**src/rtl/mic_array_rx_pkg.sv**
```systemverilog
// Shared types and constants for the I2S microphone-array capture front end.
// The legality check is evaluated at elaboration by the top level.
package mic_rx_pkg;

    typedef enum logic {
        CH_LEFT  = 1'b0,
        CH_RIGHT = 1'b1
    } chan_t;

    localparam int FRAME_W = 16;

    function automatic bit params_ok(input int wl, input int slot, input int out_w,
                                     input int num, input int stereo);
        return (wl >= 8) && (wl <= slot - 1) && (out_w >= wl) && (num >= 1) &&
               (stereo == 0 || stereo == 1);
    endfunction

endpackage

```
**src/rtl/mic_array_rx_if.sv**
```systemverilog
// Output word stream of the microphone-array receiver: one valid/ready beat
// carries every lane of one left or right word.
interface mic_array_rx_if #(
    parameter int OUT_W = 32,
    parameter int NUM   = 8
) ();
    import mic_rx_pkg::*;

    logic                   m_valid;
    logic                   m_ready;
    logic [OUT_W*NUM-1:0]   m_data;
    chan_t                  m_chan;
    logic [FRAME_W-1:0]     m_frame;

    modport master (output m_valid, m_data, m_chan, m_frame, input m_ready);
    modport slave  (input m_valid, m_data, m_chan, m_frame, output m_ready);

endinterface

```
**src/rtl/mic_array_rx_lane.sv**
```systemverilog
// One serial data line: MSB-first shift register with sign extension of the
// captured word to the output lane width.
module mic_rx_lane #(
    parameter int WL    = 24,
    parameter int OUT_W = 32
) (
    input  logic             aud_bclk,
    input  logic             rst,
    input  logic             shift_en,
    input  logic             sdata,
    output logic [OUT_W-1:0] word
);

    logic [WL-1:0] sr;

    always_ff @(posedge aud_bclk or posedge rst) begin
        if (rst) begin
            sr <= '0;
        end else if (shift_en) begin
            sr <= {sr[WL-2:0], sdata};
        end
    end

    assign word = OUT_W'(signed'(sr));

endmodule

```
**src/rtl/mic_array_rx.sv**
```systemverilog
// I2S capture for NUM microphone lines: generates word select, deserialises
// each half-frame and hands words out through a one-entry valid/ready register.
module mic_array_rx
    import mic_rx_pkg::*;
#(
    parameter int WL     = 24,
    parameter int SLOT   = 32,
    parameter int NUM    = 8,
    parameter int STEREO = 1,
    parameter int OUT_W  = 32
) (
    input  logic            aud_bclk,
    input  logic            rst,
    input  logic            en,
    input  logic [NUM-1:0]  aud_adcdat,
    output logic            aud_lrc,
    mic_array_rx_if.master  m_if,
    output logic            overrun,
    input  logic            clr_overrun
);

    localparam int CNT_W = $clog2(2 * SLOT);

    if (!params_ok(WL, SLOT, OUT_W, NUM, STEREO)) begin : g_bad_params
        $error("mic_array_rx: illegal WL/SLOT/OUT_W/NUM/STEREO combination");
    end

    logic [CNT_W-1:0]     cnt;
    logic [CNT_W-1:0]     cnt_nxt;
    logic [CNT_W-1:0]     b;
    logic                 h;
    logic                 run;
    logic                 shift_en;
    logic                 done;
    logic                 done_h;
    logic [FRAME_W-1:0]   frame_nxt;
    logic [OUT_W*NUM-1:0] lanes;

    assign h        = (cnt >= CNT_W'(SLOT));
    assign b        = h ? cnt - CNT_W'(SLOT) : cnt;
    assign shift_en = en && (b >= CNT_W'(1)) && (b <= CNT_W'(WL));

    // The first enabled edge only arms the counter, so cnt = 0 is a full cycle.
    always_comb begin
        cnt_nxt = cnt + CNT_W'(1);
        if (!run || cnt == CNT_W'(2 * SLOT - 1)) begin
            cnt_nxt = '0;
        end
    end

    always_ff @(posedge aud_bclk or posedge rst) begin
        if (rst) begin
            cnt     <= '0;
            run     <= 1'b0;
            aud_lrc <= 1'b0;
            done    <= 1'b0;
            done_h  <= 1'b0;
        end else if (!en) begin
            cnt     <= '0;
            run     <= 1'b0;
            aud_lrc <= 1'b0;
            done    <= 1'b0;
        end else begin
            cnt     <= cnt_nxt;
            run     <= 1'b1;
            aud_lrc <= (cnt_nxt < CNT_W'(SLOT));
            done    <= (b == CNT_W'(WL)) && (!h || STEREO != 0);
            done_h  <= h;
        end
    end

    for (genvar i = 0; i < NUM; i++) begin : g_lane
        mic_rx_lane #(
            .WL    (WL),
            .OUT_W (OUT_W)
        ) u_lane (
            .aud_bclk (aud_bclk),
            .rst      (rst),
            .shift_en (shift_en),
            .sdata    (aud_adcdat[i]),
            .word     (lanes[i*OUT_W +: OUT_W])
        );
    end

    // frame_nxt is the index the next left word will carry; a right word
    // always follows its own left word, hence frame_nxt - 1.
    always_ff @(posedge aud_bclk or posedge rst) begin
        if (rst) begin
            m_if.m_valid <= 1'b0;
            m_if.m_data  <= '0;
            m_if.m_chan  <= CH_LEFT;
            m_if.m_frame <= '0;
            frame_nxt    <= '0;
            overrun      <= 1'b0;
        end else begin
            if (done && (!m_if.m_valid || m_if.m_ready)) begin
                m_if.m_valid <= 1'b1;
                m_if.m_data  <= lanes;
                m_if.m_chan  <= done_h ? CH_RIGHT : CH_LEFT;
                m_if.m_frame <= done_h ? frame_nxt - FRAME_W'(1) : frame_nxt;
            end else if (m_if.m_valid && m_if.m_ready) begin
                m_if.m_valid <= 1'b0;
            end
            if (done && !done_h) begin
                frame_nxt <= frame_nxt + FRAME_W'(1);
            end
            if (done && m_if.m_valid && !m_if.m_ready) begin
                overrun <= 1'b1;
            end else if (clr_overrun) begin
                overrun <= 1'b0;
            end
        end
    end

endmodule

```
**src/flat_wrapper.sv**
```systemverilog
// flat-port wrapper written by rule: the top's interface ports become plain ports
module mic_array_rx_flat import mic_rx_pkg::*;
#(
    parameter int WL     = 24,
    parameter int SLOT   = 32,
    parameter int NUM    = 8,
    parameter int STEREO = 1,
    parameter int OUT_W  = 32
)
  (aud_bclk, rst, en, aud_adcdat, aud_lrc, overrun, clr_overrun, m_if_m_valid, m_if_m_data, m_if_m_chan, m_if_m_frame, m_if_m_ready);
  mic_array_rx_if #(.OUT_W(OUT_W), .NUM(NUM)) m_if_i ();
  input  logic aud_bclk;
  input  logic rst;
  input  logic en;
  input  logic [NUM-1:0] aud_adcdat;
  output logic aud_lrc;
  output logic overrun;
  input  logic clr_overrun;
  output wire logic [$bits(m_if_i.m_valid)-1:0] m_if_m_valid;
  output wire logic [$bits(m_if_i.m_data)-1:0] m_if_m_data;
  output wire logic [$bits(m_if_i.m_chan)-1:0] m_if_m_chan;
  output wire logic [$bits(m_if_i.m_frame)-1:0] m_if_m_frame;
  input wire logic [$bits(m_if_i.m_ready)-1:0] m_if_m_ready;
  assign m_if_m_valid = m_if_i.m_valid;
  assign m_if_m_data = m_if_i.m_data;
  assign m_if_m_chan = m_if_i.m_chan;
  assign m_if_m_frame = m_if_i.m_frame;
  assign m_if_i.m_ready = m_if_m_ready;
  mic_array_rx #(.WL(WL), .SLOT(SLOT), .NUM(NUM), .STEREO(STEREO), .OUT_W(OUT_W)) u_core (.aud_bclk(aud_bclk), .rst(rst), .en(en), .aud_adcdat(aud_adcdat), .aud_lrc(aud_lrc), .m_if(m_if_i), .overrun(overrun), .clr_overrun(clr_overrun));
endmodule
```
**config.mk**
```make
export PLATFORM = sky130hd
export DESIGN_NAME = mic_array_rx_flat
export DESIGN_NICKNAME = d
export VERILOG_FILES = /design/src/rtl/mic_array_rx_pkg.sv /design/src/rtl/mic_array_rx_if.sv /design/src/rtl/mic_array_rx_lane.sv /design/src/rtl/mic_array_rx.sv /design/src/flat_wrapper.sv
export SDC_FILE = /design/constraint.sdc
export NUM_CORES = 1
export LEC_CHECK = 0
export ABC_AREA = 1
export BUFFER_PORTS_ARGS = -buffer_cell sky130_fd_sc_hd__buf_2
export CELL_PAD_IN_SITES_DETAIL_PLACEMENT = 0
export CELL_PAD_IN_SITES_GLOBAL_PLACEMENT = 2
export CORE_ASPECT_RATIO = 1.75
export CORE_UTILIZATION = 31
export DETAILED_ROUTE_END_ITERATION = 10
export GPL_ROUTABILITY_DRIVEN = 0
export GPL_TIMING_DRIVEN = 0
export PLACE_DENSITY_LB_ADDON = 0.1
export SLEW_MARGIN = 20
export SYNTH_ARGS = -nofsm -noshare
export SYNTH_HDL_FRONTEND = slang
export SYNTH_SLANG_ARGS = --single-unit
```
**constraint.sdc**
```tcl
create_clock -name aud_bclk -period 12.1 [get_ports aud_bclk]
set_input_delay 1.21 -clock aud_bclk [delete_from_list [all_inputs] [get_ports aud_bclk]]
set_output_delay 1.21 -clock aud_bclk [all_outputs]
set_load 0.03 [all_outputs]
```
==> results of run 1 <==
-- metal layers --
layer,share of wire [%],vias up
li1,-,6219
met1,40,6066
met2,52,261
met3,5.5,69
met4,2.4,6
met5,0.080,-
-- through the flow --
stage	instances	power, mW
after CTS	2858	3.44
after global placement	2766	1.95
after global routing	2858	3.55
final	2858	3.38
after detailed placement	2782	1.97
after floorplan	1788	1.85
-- synth_stat cells --
| cell type | n | area (um2) |
|---|---|---|
| nor3_1 | 4 | 20.0 |
| nor2_1 | 47 | 176 |
| nand2_1 | 475 | 1780 |
| buf_6 | 17 | 191 |
| nand4_1 | 1 | 6.26 |
| xnor2_1 | 3 | 26.3 |
| xor2_1 | 16 | 140 |
| nor2_2 | 2 | 12.5 |
| clkbuf_1 | 31 | 116 |
| buf_4 | 71 | 533 |
| clkinv_1 | 1 | 3.75 |
| o21ai_0 | 375 | 1880 |
| inv_1 | 222 | 833 |
| a21oi_1 | 9 | 45.0 |
| buf_2 | 33 | 165 |
| a31oi_1 | 1 | 6.26 |
| nand3_1 | 29 | 145 |
| clkbuf_2 | 1 | 5.00 |
| nor4_1 | 1 | 6.26 |
| buf_1 | 2 | 7.51 |
| dfrtp_1 | 429 | 10700 |
| ha_1 | 6 | 75.1 |
| o21ai_1 | 8 | 40.0 |
| o211ai_4 | 1 | 21.3 |
| nand2_2 | 1 | 6.26 |
| o22ai_1 | 1 | 6.26 |
| o21a_1 | 1 | 7.51 |
-- power groups by stage --
stage	combinational, mW	clock, mW	sequential [mW]
2_1_floorplan	0.196	0	1.65
3_3_place_gp	0.289	0	1.66
3_5_place_dp	0.307	0	1.66
4_1_cts	0.308	1.50	1.63
5_1_grt	0.351	1.55	1.65
6_report	0.296	1.45	1.63
-- cells in the final DEF (no fill, tap or decap), types with 6 or more instances in the layout --
cell type	Yosys	routed
nand2_1	475	475
dfrtp_1	429	429
o21ai_0	375	375
buf_2	33	321
inv_1	222	221
buf_4	71	71
nor2_1	47	47
clkbuf_16	0	45
clkbuf_1	31	39
nand3_1	29	29
buf_6	17	17
xor2_1	16	16
buf_12	0	13
a21oi_1	9	9
o21ai_1	8	8
clkbuf_8	0	8
bufinv_16	0	7
ha_1	6	6
-- how the worst max path moves through the flow --
stage,start,to,slack (ns),depth (start not counted)
5_1_grt,rst,u_core.m_if.m_data[104],9.27,9
3_3_place_gp,rst,u_core.m_if.m_data[140],2.18,2
3_5_place_dp,rst,u_core.m_if.m_data[140],8.87,9
6_report,u_core.m_if.m_data[63],m_if_m_data[58],9.45,2
2_1_floorplan,rst,u_core.aud_lrc,5.10,1
4_1_cts,u_core.m_if.m_data[63],m_if_m_data[58],9.40,2
-- worst max-delay path, stage by stage, from the launching register on --
cell and delay, ns:
dfrtp_1 0.55, buf_4 0.17, buf_2 0.18
-- sequential cells by signal, summed over array words and instances (netlist names) --
name	flops
u_core.g_lane.u_lane.sr	192
u_core.m_if.m_data	192
u_core.frame_nxt	16
u_core.m_if.m_frame	16
u_core.cnt	6
u_core.aud_lrc	1
u_core.done	1
u_core.done_h	1
u_core.m_if.m_chan	1
u_core.m_if.m_valid	1
u_core.overrun	1
u_core.run	1
-- area by class of cell --
cell class | instances | area (um2)
fill | 5553 | 33000
sequential | 429 | 10700
multi-input combinational | 981 | 4400
timing repair buffer | 304 | 1780
clock buffer | 61 | 1270
buffer | 155 | 1020
tap | 690 | 863
inverter | 223 | 841
clock inverter | 15 | 262
-- kinds of logic after synthesis --
group | synth area share (%)
compound gates | 11.8
xor+xnor | 0.979
flops | 63.2
fa+ha+maj | 0.442
simple gates | 12.7
buf+inv | 10.9
==> flow_summary_export.csv, run 1 <==
group,metric,value,unit
timing,period_minus_slack,2.65,ns
power,combPwrFrac,8.8,%
global_routing,overflow,0,
final_layout,utilization,39.1,%
global_routing,met1_usage,20.6,%
global_routing,grt_pass1_vias,13100,
timing,setup_tns,0,ns
worst_hold_path,hold_path_depth,2,
clock_network,ctsResizeCount,0,
global_routing,gr-usage-met3,3.73,%
global_routing,grt_usage,17.5,%
timing,finalMaxSlewViolations,0,
power,p_leak,10.7,nW
place,port_buffers,288,
timing,relSlewSlack,32.4,%
floorplan,pin_count,289,
global_routing,grt_start_max_net_pins,34,
route,drtIter0Drc,512,
global_routing,antenna_found_initial,3,
worst_hold_path,hold_class,"flip-flop to flip-flop",
clock_network,postCtsSetupRepairBufs,0,
clock_network,cts_sinks,429,
synth,avgSynthCellArea,9.50,um2
power,p_sw,0.837,mW
place,dp_hpwl,35400,um
synth,ys_warn_count,0,
clock_network,postCtsHoldBufs,0,
setup_path,reg2reg_to,"u_core.m_if.m_data[86]",
final_layout,nets,2156,
setup_path,required,10.89,ns
timing,skew,0.0196,ns
floorplan,rows,113,
place,place_ws,8.87,ns
clock_network,clkLatencyLatePin,0.54,ns
floorplan,coreArea,54200,um2
clock_network,cts_tree,"done",
timing,finalSetupViolCount,0,
setup_path,start_kind,"flip-flop",
worst_hold_path,hp-start,"u_core.m_if.m_frame[8]",
global_routing,busiest_layer,"met2",
final_layout,syn2layout_area_growth,24.6,%
route,postRouteAntennaNets,0,
route,drtPass1Iterations,4,
synth,yosys_register_bits,429,
synth,syn_inst,1788,
global_routing,grt_pass1_wl,75500,um
route,vias,12600,
clock_network,path_clk_slew,0.07,ns
route,wirelength,47500,um
setup_path,crit_type,"flip-flop to primary output",
timing,hold_viol,0,
power,clkPwrFrac,42.9,%
route,wl_per_cell,16.6,um
setup_path,critPathMaxFanout,10,
power,switching_share,24.8,%
setup_path,ff2ff_setup_slack,10.02,ns
power,sequentialPowerShare,48.3,%
timing,worst_slew_pin_slew,1.01,ns
power,intPower,2.54,mW
power,ir_drop,110,uV
power,powerDensity,160,nW/um2
setup_path,r2r_start,"u_core.m_if.m_valid",
timing,fmax,0.378,GHz
final_layout,drive_above_1_share,23.0,%
place,place_area,19600,um2
worst_hold_path,hold-path-endpoint,"u_core.m_if.m_frame[8]",
timing,fin_ws,9.45,ns
floorplan,initial_core_util,31.4,%
setup_path,crit_path_end_kind,"primary output",
floorplan,die_area,55800,um2
timing,min_period_over_period,21.9,%
synth,yosysUniqueCellTypes,27,
status,outcome,"finished, final reports clean",
clock_network,htreeDepth,2,
setup_path,worstPathArrival,1.44,ns
clock_network,root_buffer,"clkbuf_16",
route,viasPerCell,4.42,
floorplan,fp.dieH,312,um
clock_network,cts_made_buffers,43,
synth,seq_area_frac_synth,63.2,%
floorplan,die_x,179,um
synth,syn_area,17000,um2
clock_network,clockBufferDepth,3,
global_routing,grt_use_met2,31.4,%
route,drc,0,
setup_path,reg2regPathDepth,6,
timing,rsz0062_at_grt,"no",
synth,syn-num-nets,1807,
final_layout,fin_area,21200,um2
final_layout,diodes,0,
timing,whs,0.472,ns
flow_run,max_cap_viol_count,0,
No activity file was read; power rests on OpenSTA's default activity.
==> inputs of run 2 (changes only) <==
CORE_UTILIZATION = 35   (was 31)
clock period = 2.5 ns   (was 12.1 ns; I/O delays follow)
==> run 2 against run 1 <==
Effect of this change: hold slack worse by 0.18 ns; register-to-register slack lost 9.6 ns; global-route usage grew 1.5 points; sequential power grew to 4.8 times the previous value; wire length is 3.7% lower; sequential share of layout area hardly changed; clock-buffer cell count rose by 1; first-iteration DRC count shrank 4.3%; critical path type is now input pin to async pin; critical endpoint is now u_core.m_if.m_data[68]; largest cell class unchanged; largest power group unchanged; highest routed layer is now met4.
==> flow_summary_export.csv, run 2 (synthesized netlist as in run 1, its figures left out) <==
group,metric,value,unit
clock_network,ctsResizeCount,0,
worst_hold_path,hold_class,"input pin to async pin",
place,port_buffers,288,
setup_path,crit_path_end_kind,"async pin",
final_layout,syn2layout_area_growth,24.7,%
clock_network,path_clk_slew,0.06,ns
timing,hold_viol,0,
global_routing,grt_pass1_vias,13100,
final_layout,layout_common_cells,"475 x nand2_1, 429 x dfrtp_1, 375 x o21ai_0",
floorplan,coreArea,47900,um2
final_layout,nets,2168,
place,dp_hpwl,33700,um
clock_network,cts_sinks,429,
clock_network,clockBufferDepth,3,
setup_path,start_kind,"input pin",
power,power,16.2,mW
setup_path,required,3.24,ns
place,place_area,19600,um2
route,wirelength,45800,um
status,outcome,"finished, final reports clean",
final_layout,drive_above_1_share,22.8,%
setup_path,ff2ff_setup_slack,0.44,ns
setup_path,crit_family,"buffers and inverters",
final_layout,fin_area,21200,um2
setup_path,cp_slowest_cell,"dlygate4sd3_1",
flow_run,max_cap_viol_count,0,
setup_path,r2r_start,"u_core.done",
timing,skew,0.0207,ns
floorplan,die_area,49500,um2
clock_network,postCtsSetupRepairBufs,0,
global_routing,overflow,0,
clock_network,cts_made_buffers,42,
power,powerDensity,766,nW/um2
timing,worst_slew_pin_slew,0.970,ns
setup_path,worstPathArrival,2.89,ns
setup_path,crit_start,"rst",
clock_network,clkLatencyLatePin,0.55,ns
clock_network,cts_tree,"done",
floorplan,fp.dieH,293,um
final_layout,largest_registers,"u_core.g_lane.u_lane.sr x192, u_core.m_if.m_data x192",
final_layout,final_cells,2828,
setup_path,cpPeakStageDelay,0.55,ns
floorplan,initial_core_util,35.5,%
final_layout,diodes,0,
setup_path,crit_type,"input pin to async pin",
timing,finalSetupViolCount,0,
floorplan,die_x,169,um
timing,rsz0062_at_grt,"no",
global_routing,grt_start_max_net_pins,34,
route,postRouteAntennaNets,0,
global_routing,grt_pass1_wl,73400,um
timing,min_period_over_period,86.2,%
final_layout,utilization,44.2,%
global_routing,grt_usage,19.0,%
timing,fmax,0.464,GHz
timing,finalMaxSlewViolations,0,
route,wl_per_cell,16.2,um
setup_path,critPathMaxFanout,32,
final_layout,nFillCells,4814,
global_routing,antenna_found_initial,0,
route,drc,0,
final_layout,final_common_cell,"nand2_1",
setup_path,crit_buf_inv,10,
route,viasPerCell,4.50,
power,ir_drop,397,uV
floorplan,pin_count,289,
setup_path,crit_top_cell,"buf_12",
power,p_leak,10.8,nW
place,placed_cells,2739,
timing,period_minus_slack,2.15,ns
clock_network,htreeDepth,2,
clock_network,root_buffer,"clkbuf_16",
route,drtPass1Iterations,5,
timing,relSlewSlack,35.4,%
route,vias,12700,
floorplan,rows,106,
setup_path,worstPathCellList,"dlygate4sd3_1 -> buf_2 -> clkinvlp_4 -> buf_12 -> buf_12 -> buf_12 -> buf_12 -> buf_12 -> buf_12 -> buf_12",
route,drtIter0Drc,490,
run 2: cell count changes in the layout (fill, tap and decap cells not counted), moves of 2 or more:
cell,previous run,this run
clkinv_2,4,7
buf_16,3,1
clkinvlp_4,4,1
dlygate4sd3_1,0,13
run 2: worst paths after layout:
path,cells past startpoint,endpoint
max in group aud_bclk,4,u_core.m_if.m_data[212]
worst min register to register,2,u_core.m_if.m_frame[12]
worst min-delay path,3,u_core.frame_nxt[5]
worst max-delay path,10,u_core.m_if.m_data[68]
worst max register to register,4,u_core.m_if.m_data[212]
min in group aud_bclk,2,u_core.m_if.m_frame[12]
run 2: power breakdown:
part / switching (mW) / internal [mW] / total [mW]
sequential: 0.325 / 7.58 / 7.90
clock: 2.72 / 4.16 / 6.88
combinational: 0.964 / 0.479 / 1.44
total: 4.01 / 12.2 / 16.2
run 2: worst min-delay path: cells and delay by family:
family / cells / cell delay, ns
buf+inv: 3 / 0.98
run 2: what timing repair did:
| action | CTS | global route |
|---|---|---|
| setup endpoints to repair | 0 | 27 |
| endpoints found under the hold margin | 32 | 0 |
| hold buffers | 13 | 0 |
run 2: metal layers:
layer / vias to the layer above / global-route usage (%) / part of all wire, %
li1: 6238 / - / -
met1: 6150 / 22.0 / 40
met2: 283 / 34.9 / 52
met3: 64 / 4.01 / 5.3
met4: 0 / 5.37 / 2.2
met5: - / 0 / 0
run 2: per-stage QoR:
| stage | hold slack [ns] | setup TNS, ns | setup slack, ns |
|---|---|---|---|
| 2_1_floorplan | 0.281 | -1519.26 | -3.54 |
| 3_3_place_gp | 0.448 | -2667.68 | -6.28 |
| 3_5_place_dp | 0.346 | 0 | 0.130 |
| 4_1_cts | 0.301 | 0 | 0.161 |
| 5_1_grt | 0.282 | 0 | 0.100 |
| 6_report | 0.290 | 0 | 0.346 |
run 2: area by class of cell:
cell class                 count  area, um2  area share [%]
sequential                   429      10700            50.7
multi-input combinational    981       4400            20.8
timing repair buffer         316       1880            8.87
clock buffer                  62       1280            6.04
buffer                       155       1020            4.81
inverter                     223        841            3.97
tap                          648        811            3.83
clock inverter                13        215            1.02
timing repair inverter         1       5.00          0.0236
